[src/rtl/fp_div_pkg.sv]
// Shared types and width helpers for the iterative FP divider.
//   state_e : divider FSM states
//   cls_e   : special-operand class resolved before the mantissa loop
//   fw_of / ew_of : fraction / exponent widths for a given operand width
package fp_div_pkg;

    typedef enum logic [2:0] {
        IDLE,
        CHECK,
        DIV,
        ROUND,
        DONE
    } state_e;

    typedef enum logic [1:0] {
        CLS_NONE,
        CLS_ZERO,
        CLS_INF
    } cls_e;

    function automatic int unsigned fw_of(input int unsigned w);
        return (w == 64) ? 52 : 23;
    endfunction

    function automatic int unsigned ew_of(input int unsigned w);
        return (w == 64) ? 11 : 8;
    endfunction

endpackage

[src/rtl/fp_div_if.sv]
// Request/result bundle of the FP divider.
//   start, a, b     : requester -> divider (a/b sampled when start & ready)
//   ready           : divider idle and able to accept
//   y, y_valid      : quotient, and a one-cycle pulse when y is updated
interface fp_div_if #(
    parameter int unsigned W = 32
);
    logic         start;
    logic [W-1:0] a;
    logic [W-1:0] b;
    logic         ready;
    logic [W-1:0] y;
    logic         y_valid;

    modport master (
        output start, a, b,
        input  ready, y, y_valid
    );

    modport slave (
        input  start, a, b,
        output ready, y, y_valid
    );
endinterface

[src/rtl/fp_div_round.sv]
// Normalize, round-half-up on the guard bit, and saturate the exponent.
//   q       : FW+3 bit quotient, MSB is the integer bit
//   exp_pre : ea - eb + bias, EW+2 bits two's complement
//   sign    : result sign
//   res_c   : packed W-bit result (combinational)
module fp_div_round
    import fp_div_pkg::*;
#(
    parameter  int unsigned W  = 32,
    localparam int unsigned FW = fw_of(W),
    localparam int unsigned EW = ew_of(W)
) (
    input  logic [FW+2:0] q,
    input  logic [EW+1:0] exp_pre,
    input  logic          sign,
    output logic [W-1:0]  res_c
);

    localparam logic [EW+1:0] EMAX = (EW+2)'((1 << EW) - 1);

    logic [FW-1:0] frac_n;
    logic          guard;
    logic [EW+1:0] exp_n;
    logic [EW+1:0] exp_r;
    logic [FW:0]   sum;
    logic          ovf;
    logic          unf;

    always_comb begin
        frac_n = q[FW:1];
        guard  = q[0];
        exp_n  = exp_pre - (EW+2)'(1);
        // Quotient in [1,2): keep exponent; in (0.5,1): shift by one, exponent already decremented
        if (q[FW+2]) begin
            frac_n = q[FW+1:2];
            guard  = q[1];
            exp_n  = exp_pre;
        end
        // Carry-out leaves sum[FW-1:0] at zero, which is the renormalized fraction
        sum   = {1'b0, frac_n} + (FW+1)'(guard);
        exp_r = sum[FW] ? exp_n + (EW+2)'(1) : exp_n;
        ovf   = !exp_r[EW+1] && (exp_r >= EMAX);
        unf   = exp_r[EW+1] || (exp_r == '0);
        res_c = {sign, exp_r[EW-1:0], sum[FW-1:0]};
        if (ovf) begin
            res_c = {sign, {EW{1'b1}}, FW'(0)};
        end else if (unf) begin
            res_c = {sign, (W-1)'(0)};
        end
    end

endmodule

[src/rtl/fp_div.sv]
// Iterative IEEE-754 divider: radix-2 restoring mantissa loop, one quotient
// bit per cycle, zero/infinity overrides, round-half-up, no NaN, no denormals.
//   clk, reset_n : clock, synchronous active-low reset
//   bus (slave)  : start/a/b request, ready, y/y_valid result
// Build option FP_DIV_FIXED_LAT_EN: specials also run DIV/ROUND so every
// operation has the same latency; otherwise specials finish right after CHECK.
module fp_div
    import fp_div_pkg::*;
#(
    parameter int unsigned W = 32
) (
    input  logic     clk,
    input  logic     reset_n,
    fp_div_if.slave  bus
);

    localparam int unsigned FW = fw_of(W);
    localparam int unsigned EW = ew_of(W);
    localparam int unsigned QW = FW + 3;
    localparam int unsigned CW = $clog2(QW + 1);
    localparam logic [EW+1:0] BIAS = (EW+2)'((1 << (EW - 1)) - 1);

    state_e        state_q, state_d;
    logic [W-1:0]  a_q, b_q;
    logic [FW+1:0] r_q;
    logic [QW-1:0] q_q;
    logic [CW-1:0] cnt_q;
    logic [W-1:0]  y_q;
    logic          y_valid_q;

    logic [EW-1:0] ea, eb;
    logic [FW-1:0] fa, fb;
    logic          sign_c;
    cls_e          cls_c;
    logic [W-1:0]  special_y_c;
    logic [W-1:0]  round_y_c;
    logic [EW+1:0] exp_pre_c;
    logic [FW+1:0] mb_c;
    logic          r_ge_c;
    logic [FW+1:0] r_sub_c;

    assign ea     = a_q[W-2:FW];
    assign eb     = b_q[W-2:FW];
    assign fa     = a_q[FW-1:0];
    assign fb     = b_q[FW-1:0];
    assign sign_c = a_q[W-1] ^ b_q[W-1];

    // Special classification in priority order; latched operands stay stable all operation
    always_comb begin
        cls_c = CLS_NONE;
        if (ea == '0 && fa == '0) begin
            cls_c = CLS_ZERO;
        end else if ((eb == '0 && fb == '0) || (&ea)) begin
            cls_c = CLS_INF;
        end else if (&eb) begin
            cls_c = CLS_ZERO;
        end
    end

    assign special_y_c = {sign_c, {EW{cls_c == CLS_INF}}, FW'(0)};
    assign exp_pre_c   = {2'b00, ea} - {2'b00, eb} + BIAS;

    // Restoring step; hidden 1 is forced even for denormal inputs
    assign mb_c    = {2'b01, fb};
    assign r_ge_c  = (r_q >= mb_c);
    assign r_sub_c = r_ge_c ? r_q - mb_c : r_q;

    fp_div_round #(.W(W)) u_round (
        .q       (q_q),
        .exp_pre (exp_pre_c),
        .sign    (sign_c),
        .res_c   (round_y_c)
    );

    // State register
    always_ff @(posedge clk) begin
        if (!reset_n) begin
            state_q <= IDLE;
        end else begin
            state_q <= state_d;
        end
    end

    // Next-state logic
    always_comb begin
        state_d = state_q;
        case (state_q)
            IDLE:  if (bus.start) state_d = CHECK;
`ifdef FP_DIV_FIXED_LAT_EN
            CHECK: state_d = DIV;
`else
            CHECK: state_d = (cls_c == CLS_NONE) ? DIV : DONE;
`endif
            DIV:   if (cnt_q == CW'(1)) state_d = ROUND;
            ROUND: state_d = DONE;
            DONE:  state_d = IDLE;
            default: state_d = IDLE;
        endcase
    end

    // Operand latch, mantissa loop and registered result
    always_ff @(posedge clk) begin
        if (!reset_n) begin
            a_q       <= '0;
            b_q       <= '0;
            r_q       <= '0;
            q_q       <= '0;
            cnt_q     <= '0;
            y_q       <= '0;
            y_valid_q <= 1'b0;
        end else begin
            y_valid_q <= 1'b0;
            case (state_q)
                IDLE: begin
                    if (bus.start) begin
                        a_q <= bus.a;
                        b_q <= bus.b;
                    end
                end
                CHECK: begin
                    r_q   <= {2'b01, fa};
                    q_q   <= '0;
                    cnt_q <= CW'(QW);
                    if (state_d == DONE) begin
                        y_q       <= special_y_c;
                        y_valid_q <= 1'b1;
                    end
                end
                DIV: begin
                    r_q   <= r_sub_c << 1;
                    q_q   <= {q_q[QW-2:0], r_ge_c};
                    cnt_q <= cnt_q - CW'(1);
                end
                ROUND: begin
                    // Specials only reach ROUND in the fixed-latency build
                    y_q       <= (cls_c == CLS_NONE) ? round_y_c : special_y_c;
                    y_valid_q <= 1'b1;
                end
                default: ;
            endcase
        end
    end

    assign bus.ready   = (state_q == IDLE);
    assign bus.y       = y_q;
    assign bus.y_valid = y_valid_q;

endmodule

[src/flat_wrapper.sv]
// flat-port wrapper written by rule: the top's interface ports become plain ports
module fp_div_flat import fp_div_pkg::*;
#(
    parameter int unsigned W = 32
)
  (clk, reset_n, bus_start, bus_a, bus_b, bus_ready, bus_y, bus_y_valid);
  fp_div_if #(.W(W)) bus_i ();
  input  logic clk;
  input  logic reset_n;
  input wire logic [$bits(bus_i.start)-1:0] bus_start;
  input wire logic [$bits(bus_i.a)-1:0] bus_a;
  input wire logic [$bits(bus_i.b)-1:0] bus_b;
  output wire logic [$bits(bus_i.ready)-1:0] bus_ready;
  output wire logic [$bits(bus_i.y)-1:0] bus_y;
  output wire logic [$bits(bus_i.y_valid)-1:0] bus_y_valid;
  assign bus_i.start = bus_start;
  assign bus_i.a = bus_a;
  assign bus_i.b = bus_b;
  assign bus_ready = bus_i.ready;
  assign bus_y = bus_i.y;
  assign bus_y_valid = bus_i.y_valid;
  fp_div #(.W(W)) u_core (.clk(clk), .reset_n(reset_n), .bus(bus_i));
endmodule
[config.mk]
export PLATFORM = sky130hd
export DESIGN_NAME = fp_div_flat
export DESIGN_NICKNAME = d
export VERILOG_FILES = /design/src/rtl/fp_div_pkg.sv /design/src/rtl/fp_div_if.sv /design/src/rtl/fp_div_round.sv /design/src/rtl/fp_div.sv /design/src/flat_wrapper.sv
export SDC_FILE = /design/constraint.sdc
export NUM_CORES = 1
export LEC_CHECK = 0
export ABC_AREA = 1
export CORE_MARGIN = 1.5
export CORE_UTILIZATION = 50
export DETAILED_ROUTE_END_ITERATION = 16
export PLACE_DENSITY_LB_ADDON = 0.25
export SLEW_MARGIN = 15
export SYNTH_ARGS = -nofsm -noshare
export SYNTH_HDL_FRONTEND = slang
export SYNTH_SLANG_ARGS = --single-unit
[constraint.sdc]
create_clock -name clk -period 4.35 [get_ports clk]
set_input_delay 0.6525 -clock clk [delete_from_list [all_inputs] [get_ports clk]]
set_output_delay 0.6525 -clock clk [all_outputs]
set_load 0.1 [all_outputs]
After elaboration in Yosys (flattened, before gate mapping)
Index checks and enable logic that the tools add are counted.

word-level totals
  bits in registers = 156
  bits of input ports = 67
  output and inout bits = 34
  word-level logic and storage cells = 66

cells by class
  add/sub/neg operators = 7
  $lt $le $gt $ge = 2
  equal/unequal tests = 7
  muxes and demuxes = 22
  bitwise logic cells = 1
  reduce and logical (&&, ||, !) cells = 19

operators by type and width
  operator                                                                 number
  31-bit 2-to-1 mux                                                        3
  32-bit one-hot mux with 2 select lines                                   1
  26-bit one-hot mux with 2 select lines                                   1
  25-bit one-hot mux with 2 select lines                                   1
  23-bit zero test                                                         2
  32-bit 2-to-1 mux                                                        1
  25-bit by 24-bit >= comparator with 1-bit output                         1
  23-bit by 1-bit adder with 24-bit output                                 1
  24-bit 2-to-1 mux                                                        1
  24-bit subtractor                                                        1
  23-bit 2-to-1 mux                                                        1
  10-bit 2-to-1 mux                                                        2
  8-bit zero test                                                          2
  8-bit AND reduction                                                      2
  3-bit one-hot mux with 4 select lines                                    1
  10-bit by 1-bit adder with 10-bit output (second input constant)         1
  10-bit by 7-bit adder with 10-bit output (second input constant)         1
  10-bit by 8-bit >= comparator with 1-bit output (second input constant)  1
  10-bit zero test                                                         1
  5-bit one-hot mux with 2 select lines                                    1
  10-bit by 1-bit subtractor with 10-bit output (second input constant)    1
  3-bit 2-to-1 mux                                                         3
  8-bit by 8-bit subtractor with 9-bit output                              1
  3-bit by 2-bit equality test with 1-bit output (second input constant)   2
  17 further kinds                                                         25

Longest topological paths before layout
Gate-level depths: netlist (run 1).

  depth after elaboration = 12
  gate-level depth with buffers = 29

By module
A second synthesis (run 1) with hierarchy kept.

second synthesis, totals
  cell total of the unflattened synthesis = 1752
  area total of the unflattened synthesis = 10776.6 µm²

by module, submodules not included
  module        instances  cells an instance  area an instance (µm²)
  fp_div        1          1278               8526.9
  fp_div_round  1          474                2249.7

Worst setup path before layout (run 1)
Ideal clock, no wire load.

  kind = flip-flop to flip-flop
  start = reg u_core.a_q[23]
  end = reg u_core.y_q[11], in the netlist u_core.bus.y[11]
  setup time = 0.070 ns
  data arrival time = 3.153 ns
  data required time = 4.280 ns
  path slack = 1.126 ns
  cell stages (with the launch flop) = 23
  path buffers = 1
  cells stage by stage = dfxtp_1 -> inv_1 -> ha_1 -> inv_1 -> fa_1 -> inv_1 -> ha_1 -> nand2_1 -> inv_2 -> nand3_1 -> nand3b_1 -> nand2_1 -> inv_2 -> a21oi_2 -> inv_2 -> nor2_2 -> nand4_2 -> o21ai_4 -> inv_2 -> nor2_4 -> buf_6 -> nand4_1 -> a21oi_1

between the ends
  longest elaborated chain between the ends = 12

ends and longest elaborated chain
  item                                                                                               RTL line       RTL
  start: declaration                                                                                 fp_div.sv:24   logic [W-1:0] a_q, b_q;
  start signal: assignment                                                                           fp_div.sv:116  a_q <= bus.a;
  parallel branches: the longest is 12 deep, another holds 10-bit by 7-bit adder with 10-bit output  -
  end signal: assignment                                                                             fp_div.sv:125  y_q <= special_y_c;
  end signal: assignment                                                                             fp_div.sv:136  y_q <= (cls_c == CLS_NONE) ? round_y_c : special_y_c;
  end: declaration                                                                                   fp_div.sv:28   logic [W-1:0] y_q;

Several ways; the timed one is not identified.
A chain may end at the register's enable or synchronous reset.

Worst setup path after layout (run 1)
  start = reg u_core.a_q[23]
  end = reg u_core.y_q[5], in the netlist u_core.bus.y[5]

Same word-level chain as after synthesis.

==> results.cfg, run 1 <==
[placed_design]
gp_congestion = 0.8733
place_area_um2 = 10570
io_buffers = 100
pre_cts_slack_ps = 612.2
place_inst = 1718
dp_hpwl_um = 16640

[cts]
cts_tree = built
cts.hold.buffers_added = 0
htreeDepth = 4
clk_path_buf_depth = 2
cts_sinks = 156
cts_buffers = 17
ctsResizeCount = 0
post_cts_buffers = 0
cts-root-buf = clkbuf_16
clkTransAtPathRegs_ps = 70
clock_latency_ps = 430

[worst_setup_path]
worst_setup_path_end_kind = flop
path_cells = inv_1 > ha_1 > inv_1 > fa_1 > inv_1 > ha_1 > nand2_1 > inv_2 > nand3_1 > nand3b_1 > nand2_1 > inv_2 > a21oi_2 > inv_2 > nor2_2 > nand4_2 > o21ai_4 > inv_2 > nor2_4 > nand4_1 > a21oi_1
critPathArrivalTime_ps = 4110
critPathMostFrequentCell = inv_2
required_ps = 4670
max_stage_delay_ps = 480
crit_fanout = 23
worst_path_max_delay_cell = fa_1
crit_type = flop to flop
startpoint_type = flop

[timing]
tns_ps = 0
fin_crit_sh_pct = 87.21
rsz0062_at_grt = no
hold_slack_ps = 462.6
finalMaxSlewViolations = 0
worst_pin_slew_ps = 1174
fmaxAchievable_mhz = 263.6
fin_ws_ps = 556.4
finClkSkew_ps = 13.51
slew_headroom_pct = 21.62
setup_viol = 0
hold_viol = 0
min_period_ps = 3794

[detailed_routing]
first_pass_iters = 5
ant_nets = 0
remaining_drc_errors = 0
post_drt_wl_per_cell_um = 13.15
vias_per_cell = 5.306
first_iter_violations = 471
routed_wl_um = 23010
via_count = 9281

[yosys]
synth.area.mux_share_pct = 0
synthFlopType = dfxtp_1
synth.area.top_cells = dfxtp_1 (33%), nand2_1 (13%), a21oi_1 (9.8%)
synth_seq_cells = 156
postSynthAreaPerCell_um2 = 6.590
synth-compound-area-share_pct = 20.43
synth_edf_count = 0
yosys_warnings = 0
syn_area_um2 = 9444
synth.most_common_cell = nand2_1
async_reset_ff_share_pct = 0
syn_nets = 1540
seq_area_frac_synth_pct = 33.07
syn-instance-count = 1433
synth_xor_area_share_pct = 2.875
synthTopCellsByCount = nand2_1 (331), a21oi_1 (184), inv_1 (173), dfxtp_1 (156), o21ai_0 (132)
yosys.area_share.simple_pct = 27.60
synth_top_cell_area_share_pct = 33.07
synthAdderAreaFrac_pct = 5.458
synth.largest_area_cell = dfxtp_1
synth_top_family_by_area = simple AND/OR/NAND/NOR gates
yosysUniqueCellTypes = 45

[global_routing]
grt_antenna_before_repair = 0
grt_pass1_wl_um = 39680
grt_pass1_vias = 8679
gr-usage-all-layers_pct = 24.19
grt_max_degree = 74
overflow = 0

[power]
powerDensity_nw_per_um2 = 411.8
ir_worst_vdd_uv = 282.8
leakage_nw = 4.595

[flow_run]
drv_cap = 0

[run_status]
status = finished, final reports clean

[floorplan]
die_w_um = 140.4
die_h_um = 140.4
ioPinCount = 101
num_rows = 50
die_area_um2 = 19720
start_util_pct = 50.66
core_area_um2 = 18640

[cells_and_area]
drive_above_1_share_pct = 6.271
final-instance-count-excl-fill = 1749
syn2layout_area_growth_pct = 17.89
final_nets = 1610
n_antenna_cell = 0
design_area_um2 = 11130

[worst_hold_path]
hold_path.class = flop to flop
[cell usage in the layout (no fill, tap or decap), types with 16 or more instances in the layout]
| master | n |
|---|---|
| a21oi_1 | 184 |
| nand3_1 | 84 |
| nor3_1 | 18 |
| xnor2_1 | 18 |
| nor4_1 | 16 |
| buf_4 | 16 |
| o21ai_0 | 132 |
| inv_1 | 173 |
| ha_1 | 38 |
| nor2_1 | 72 |
| dfxtp_1 | 156 |
| clkbuf_16 | 17 |
| nand2_1 | 330 |
| nand4_1 | 39 |
| clkdlybuf4s50_1 | 99 |
[registers in the layout (all words and copies together), names as in the netlist]
signal              cells
u_core.a_q             32
u_core.b_q             32
u_core.bus.y           32
u_core.q_q             26
u_core.r_q             25
u_core.cnt_q            5
u_core.state_q          3
u_core.bus.y_valid      1
[layer usage]
| layer | share of wire [%] | routed length, um | GRT usage (%) | vias up |
|---|---|---|---|---|
| met4 | 1.7 | 399 | 6.648 | 0 |
| met3 | 3.6 | 818 | 4.068 | 28 |
| met2 | 47 | 10760 | 41.82 | 180 |
| li1 | - | - | - | 4898 |
| met5 | 0 | 0 | 0 | - |
| met1 | 48 | 11030 | 31.09 | 4175 |
[path summary, 6_finish.rpt]
| kind | cells after the start | end | slack (ps) | from |
|---|---|---|---|---|
| setup / recovery | 21 | u_core.bus.y[5] | 560 | u_core.a_q[23] |
| hold reg to reg | 2 | u_core.bus.y[17] | 460 | u_core.bus.y[17] |
| hold / removal | 2 | u_core.bus.y[17] | 460 | u_core.bus.y[17] |
| setup reg to reg | 21 | u_core.bus.y[5] | 560 | u_core.a_q[23] |
[stage by stage]
step	power, mW	utilization [%]
after detailed placement	3.174	56.71
after global routing	4.914	59.72
after CTS	4.606	59.71
final	4.585	59.72
after global placement	3.157	56.71
after floorplan	2.860	-
[worst max-delay path, delay by kind of cell, from the launching register on]
| kind | cells | cell delay [ps] |
|---|---|---|
| AND/OR/NAND/NOR | 8 | 1330 |
| AO/OA/AOI/OAI | 3 | 630 |
| flip-flops | 1 | 300 |
| buffers and inverters | 7 | 510 |
| adder cells (fa/ha/maj) | 3 | 940 |
[power by group]
part,total [mW],internal (mW),switching [mW]
registers,1.58,1.52,0.0589
logic,1.58,0.550,1.03
clock network,1.42,0.796,0.626
[kinds of logic after synthesis]
family,after synthesis
simple gates,594
compound gates,361
buf+inv,251
flops,156
fa+ha+maj,40
xor+xnor,31
[layout make-up]
type | count | area, um^2
clock buffer | 17 | 425.4
fill | 1784 | 7510
inverter | 186 | 699.4
clock inverter | 14 | 133.9
timing repair buffer | 116 | 1116
multi-input combinational | 1026 | 5343
tap | 234 | 292.8
sequential | 156 | 3123
Power figures use the tool's default switching activity.
==> run 2: changes to the inputs <==
--- a/config.mk
+++ b/config.mk
@@ -10,6 +10,8 @@
 export CORE_UTILIZATION = 50
 export DETAILED_ROUTE_END_ITERATION = 16
 export PLACE_DENSITY_LB_ADDON = 0.25
+export RECOVER_POWER = 25
+export REMOVE_ABC_BUFFERS = 1
 export SLEW_MARGIN = 15
 export SYNTH_ARGS = -nofsm -noshare
 export SYNTH_HDL_FRONTEND = slang
==> run 2 against run 1 <==
  * The flow now finishes with violations (capacitance limit, slew limit)
  * Wire length increased by 0.13%
  * Power rose by 1.2%
  * Sequential share of layout area grew 0.089 points
  * Core utilization down 0.19 points
  * Via count is 1.5% higher
  * Critical path type unchanged
  * Critical endpoint is now u_core.bus.y[16]
  * Largest power group is now combinational logic
==> results.cfg, run 2 (synthesis gave the netlist of run 1 again) <==
[timing]
fin_crit_sh_pct = 87.67
rsz0062_at_grt = no
hold_viol = 0
finClkSkew_ps = 13.10
fmaxAchievable_mhz = 262.2
hold_slack_ps = 464.7
slew_headroom_pct = -89.08
min_period_ps = 3814
finalMaxSlewViolations = 149
setup_viol = 0
worst_pin_slew_ps = 2836

[power]
power.share.clock_pct = 31.5
intPower_mw = 2.888
swShare_pct = 37.75
power.net_switching_mw = 1.751
leakage_nw = 4.572
p_seq_share_pct = 34.2
p_total_mw = 4.639
ir_worst_vdd_uv = 281.1
combPwrFrac_pct = 34.3
powerDensity_nw_per_um2 = 418.0

[worst_setup_path]
path_cells = inv_1 > ha_1 > inv_1 > fa_1 > inv_1 > ha_1 > nand2_1 > inv_2 > nand3_1 > nand3b_1 > nand2_1 > inv_2 > a21oi_2 > inv_2 > nor2_2 > nand4_2 > o21ai_4 > inv_2 > nor2_4 > nand4_1 > a21oi_1
cp_num_buf_inv = 7
worst_setup_path_end_kind = flop
max_stage_delay_ps = 480
startpoint_type = flop
worst_path_max_delay_cell = fa_1
crit_type = flop to flop
crit_fanout = 23
required_ps = 4680
critPathArrivalTime_ps = 4140
reg2reg_slack_ps = 540
critPathMostFrequentCell = inv_2
cpLargestDelayFamily = simple AND/OR/NAND/NOR gates

[placed_design]
dp_hpwl_um = 16000
place_area_um2 = 10540
io_buffers = 100
gp_congestion = 0.8964

[floorplan]
num_rows = 50
ioPinCount = 101
die_area_um2 = 19720
start_util_pct = 50.66
die_h_um = 140.4
die_w_um = 140.4
core_area_um2 = 18640

[cts]
post_cts_buffers = 0
clkTransAtPathRegs_ps = 70
cts-root-buf = clkbuf_16
cts_buffers = 17
clock_latency_ps = 430
clk_path_buf_depth = 2
htreeDepth = 4
cts_tree = built
cts.hold.buffers_added = 0
cts_sinks = 156
ctsResizeCount = 0

[global_routing]
grt_max_degree = 109
met3_usage_pct = 4.342
grt-busiest-layer = met2
grt_antenna_before_repair = 0
grt_use_met1_pct = 31.03
grt_pass1_vias = 8710
overflow = 0
gr-usage-all-layers_pct = 24.22
grt_pass1_wl_um = 39590
met2_usage_pct = 41.58

[detailed_routing]
first_iter_violations = 683
ant_nets = 0
first_pass_iters = 5
routed_wl_um = 23040
remaining_drc_errors = 0
post_drt_wl_per_cell_um = 13.19
via_count = 9418
vias_per_cell = 5.394

[run_status]
status = finished, violations left
failed_checks = capacitance limit, slew limit

[cells_and_area]
design_area_um2 = 11100
nFillCells = 1831
drive_above_1_share_pct = 5.754
final_cell_mix = nand2_1 (331), a21oi_1 (184), inv_1 (173)
syn2layout_area_growth_pct = 17.51
layout_commonest_cell = nand2_1
n_antenna_cell = 0
final_nets = 1606

[worst_hold_path]
hold_path.class = flop to flop

[flow_run]
drv_cap = 2
run 2: cell types whose count changed in the layout (fill, tap and decap cells not counted), moves of 2 or more:
cell,before,now
clkbuf_1,0,3
clkinvlp_4,3,1
buf_4,16,9
inv_6,4,6
run 2: per-stage QoR:
step	worst slack [ps]	util (%)	cells	setup TNS (ps)
after floorplan	-1935	-	1368	-124030
after global placement	663.9	56.55	1714	0
after detailed placement	541.1	56.55	1714	0
after CTS	503.6	59.62	1746	0
after global routing	34.74	59.53	1746	0
final	536.4	59.53	1746	0
run 2: final timing paths:
check                        start          endpoint  cells after the start
setup reg to reg    u_core.a_q[23]  u_core.bus.y[16]                     21
hold reg to reg   u_core.bus.y[10]  u_core.bus.y[10]                      2
setup / recovery    u_core.a_q[23]  u_core.bus.y[16]                     21
hold / removal    u_core.bus.y[10]  u_core.bus.y[10]                      2
run 2: worst min-delay path, stage by stage, from the launching register on:
cell and delay, ps:
dfxtp_1 310, nand2_1 60, a21oi_1 50
run 2: cell type report:
cell class | instances | area (um^2) | area share, %
clock inverter | 14 | 133.9 | 1.206
inverter | 186 | 699.4 | 6.302
multi-input combinational | 1026 | 5335 | 48.07
sequential | 156 | 3123 | 28.14
timing repair buffer | 112 | 1075 | 9.684
clock buffer | 18 | 439.2 | 3.957
tap | 234 | 292.8 | 2.638
run 2: power by group through the flow:
stage	logic, mW	registers (mW)	clock network, mW
after global routing	1.82	1.60	1.54
after floorplan	1.17	1.62	0
after detailed placement	1.57	1.61	0
after global placement	1.54	1.61	0
after CTS	1.59	1.58	1.48
final	1.59	1.58	1.46
run 2: metal layers:
| metal | vias to the layer above | routed length (um) |
|---|---|---|
| li1 | 4891 | - |
| met1 | 4287 | 10880 |
| met4 | 0 | 363 |
| met3 | 30 | 879 |
| met5 | - | 0 |
| met2 | 210 | 10910 |
==> run 3: changes to the inputs <==
--- a/config.mk
+++ b/config.mk
@@ -6,10 +6,10 @@
 export NUM_CORES = 1
 export LEC_CHECK = 0
 export ABC_AREA = 1
-export CORE_MARGIN = 1.5
+export CORE_MARGIN = 1
 export CORE_UTILIZATION = 50
 export DETAILED_ROUTE_END_ITERATION = 16
-export PLACE_DENSITY_LB_ADDON = 0.25
+export PLACE_DENSITY = 0.81
 export RECOVER_POWER = 25
 export REMOVE_ABC_BUFFERS = 1
 export SLEW_MARGIN = 15
==> run 3 against run 2 <==
  * Clock power increased by 3%
  * Power increased by 0.88%
  * Cell count decreased by 0.34%
  * Critical path type unchanged
  * Fmax increased by 0.38%
  * The flow still finishes with violations (capacitance limit, slew limit)
  * Global-route usage increased by 0.28 points
  * Sequential share of layout area about the same
  * Cell area about the same
  * Sequential power about the same
  * Die area decreased by 1.4%
  * First-iteration DRC count increased by 15%
==> results.cfg, run 3 (synthesis gave the netlist of run 1 again) <==
[floorplan]
die_area_um2 = 19440
core_area_um2 = 18210
num_rows = 49
ioPinCount = 101
die_w_um = 139.4
die_h_um = 139.4
start_util_pct = 51.87

[detailed_routing]
first_pass_iters = 6
routed_wl_um = 23380
vias_per_cell = 5.470
post_drt_wl_per_cell_um = 13.44
first_iter_violations = 785
remaining_drc_errors = 0
via_count = 9517
ant_nets = 0

[worst_setup_path]
crit_type = flop to flop
max_stage_delay_ps = 480
cpLargestDelayFamily = simple AND/OR/NAND/NOR gates
crit_fanout = 23
critPathMostFrequentCell = inv_2
required_ps = 4710
path_cells = inv_1 > ha_1 > inv_1 > fa_1 > inv_1 > ha_1 > nand2_1 > inv_2 > nand3_1 > nand3b_1 > nand2_1 > inv_2 > a21oi_2 > inv_2 > nor2_2 > nand4_2 > o21ai_4 > inv_2 > nor2_4 > nand4_1 > a21oi_1
worst_setup_path_end_kind = flop
critPathArrivalTime_ps = 4160
worst_path_max_delay_cell = fa_1
cp_num_buf_inv = 7
startpoint_type = flop

[cts]
ctsResizeCount = 0
htreeDepth = 4
cts_tree = built
cts_sinks = 156
cts.hold.buffers_added = 0
cts_buffers = 17
cts-root-buf = clkbuf_16
post_cts_buffers = 0
clk_path_buf_depth = 2
clock_latency_ps = 430
clkTransAtPathRegs_ps = 70

[cells_and_area]
drive_above_1_share_pct = 5.758
final-instance-count-excl-fill = 1740
utilization_pct = 60.90
syn2layout_area_growth_pct = 17.42
nFillCells = 1703
layout_commonest_cell = nand2_1
final_nets = 1605
design_area_um2 = 11090
n_antenna_cell = 0
final_cell_mix = nand2_1 (330), a21oi_1 (184), inv_1 (173)

[timing]
tns_ps = 0
slew_headroom_pct = -17.19
finClkSkew_ps = 8.860
fmaxAchievable_mhz = 263.2
min_period_ps = 3799
rsz0062_at_grt = no
worst_pin_slew_ps = 1758
finalMaxSlewViolations = 115
fin_crit_sh_pct = 87.34
hold_viol = 0
setup_viol = 0
fin_ws_ps = 550.7

[global_routing]
gr-usage-all-layers_pct = 24.50
grt_max_degree = 115
met2_usage_pct = 42.37
grt-busiest-layer = met2
grt_pass1_wl_um = 39760
grt_pass1_vias = 8759
grt_use_met1_pct = 31.54
grt_antenna_before_repair = 0
overflow = 0
met3_usage_pct = 4.061

[power]
power.net_switching_mw = 1.759
leakage_nw = 4.564
power.share.clock_pct = 32.1
ir_worst_vdd_uv = 293.7
swShare_pct = 37.58
combPwrFrac_pct = 34.1
p_seq_share_pct = 33.9
powerDensity_nw_per_um2 = 422.0
intPower_mw = 2.921

[worst_hold_path]
hold_path.class = flop to flop

[placed_design]
place_area_um2 = 10520
dp_hpwl_um = 16330
gp_congestion = 0.9067
io_buffers = 100
place_inst = 1708
pre_cts_slack_ps = 563.5

[flow_run]
drv_cap = 1

[run_status]
status = finished, violations left
failed_checks = capacitance limit, slew limit
run 3: cell types whose count changed in the layout (fill, tap and decap cells not counted):
cell,change
clkdlybuf4s50_1,-2
inv_2,+1
inv_8,-1
nor3_1,+1
clkbuf_8,-1
clkinvlp_4,+2
clkinv_4,-1
bufinv_16,+1
nand2_2,+1
clkinv_2,-1
nor3_2,-1
dlygate4sd3_1,+1
nand2_1,-1
run 3: worst reg2reg max path, cell delays in order (launching register included):
cell      delay, ps
dfxtp_1         300
inv_1           110
ha_1            160
inv_1            60
fa_1            480
inv_1            80
ha_1            300
nand2_1          60
inv_2            50
nand3_1         100
nand3b_1        190
nand2_1         130
inv_2            60
a21oi_2         180
inv_2            60
nor2_2          140
nand4_2         130
o21ai_4         280
inv_2            80
nor2_4          450
nand4_1         170
a21oi_1         160
run 3: metrics by stage:
stage	hold WS (ps)	power (mW)
4_1_cts	465.0	4.675
3_3_place_gp	454.8	3.139
6_report	465.4	4.680
5_1_grt	483.9	4.973
3_5_place_dp	454.7	3.176
2_1_floorplan	440.4	2.791
run 3: final cells by class:
| class | instances | area (um^2) | area share (%) |
|---|---|---|---|
| inverters | 186 | 698.2 | 6.296 |
| repair buffers | 111 | 1065 | 9.602 |
| flip-flops and latches | 156 | 3123 | 28.16 |
| clock inverters | 15 | 158.9 | 1.433 |
| multi-input cells | 1026 | 5333 | 48.09 |
| clock buffers | 17 | 425.4 | 3.836 |
| well taps | 229 | 286.5 | 2.584 |
run 3: layer usage:
metal / routed length [um] / up-vias
met4: 204 / 0
met5: 0 / -
met2: 11240 / 234
met1: 10740 / 4372
li1: - / 4890
met3: 1202 / 21
run 3: power by group through the flow:
stage                     registers [mW]  logic, mW  clock network [mW]
after floorplan                     1.62       1.17                   0
after global placement              1.61       1.53                   0
after detailed placement            1.61       1.56                   0
after CTS                           1.58       1.58                1.51
after global routing                1.59       1.81                1.57
final                               1.58       1.59                1.50
run 3: path summary, 6_finish.rpt:
kind,from,to,slack [ps],depth (start not counted)
worst min-delay path,u_core.bus.y[22],u_core.bus.y[22],470,2
worst max register to register,u_core.a_q[23],u_core.bus.y[4],550,21
worst min register to register,u_core.bus.y[22],u_core.bus.y[22],470,2
worst max-delay path,u_core.a_q[23],u_core.bus.y[4],550,21
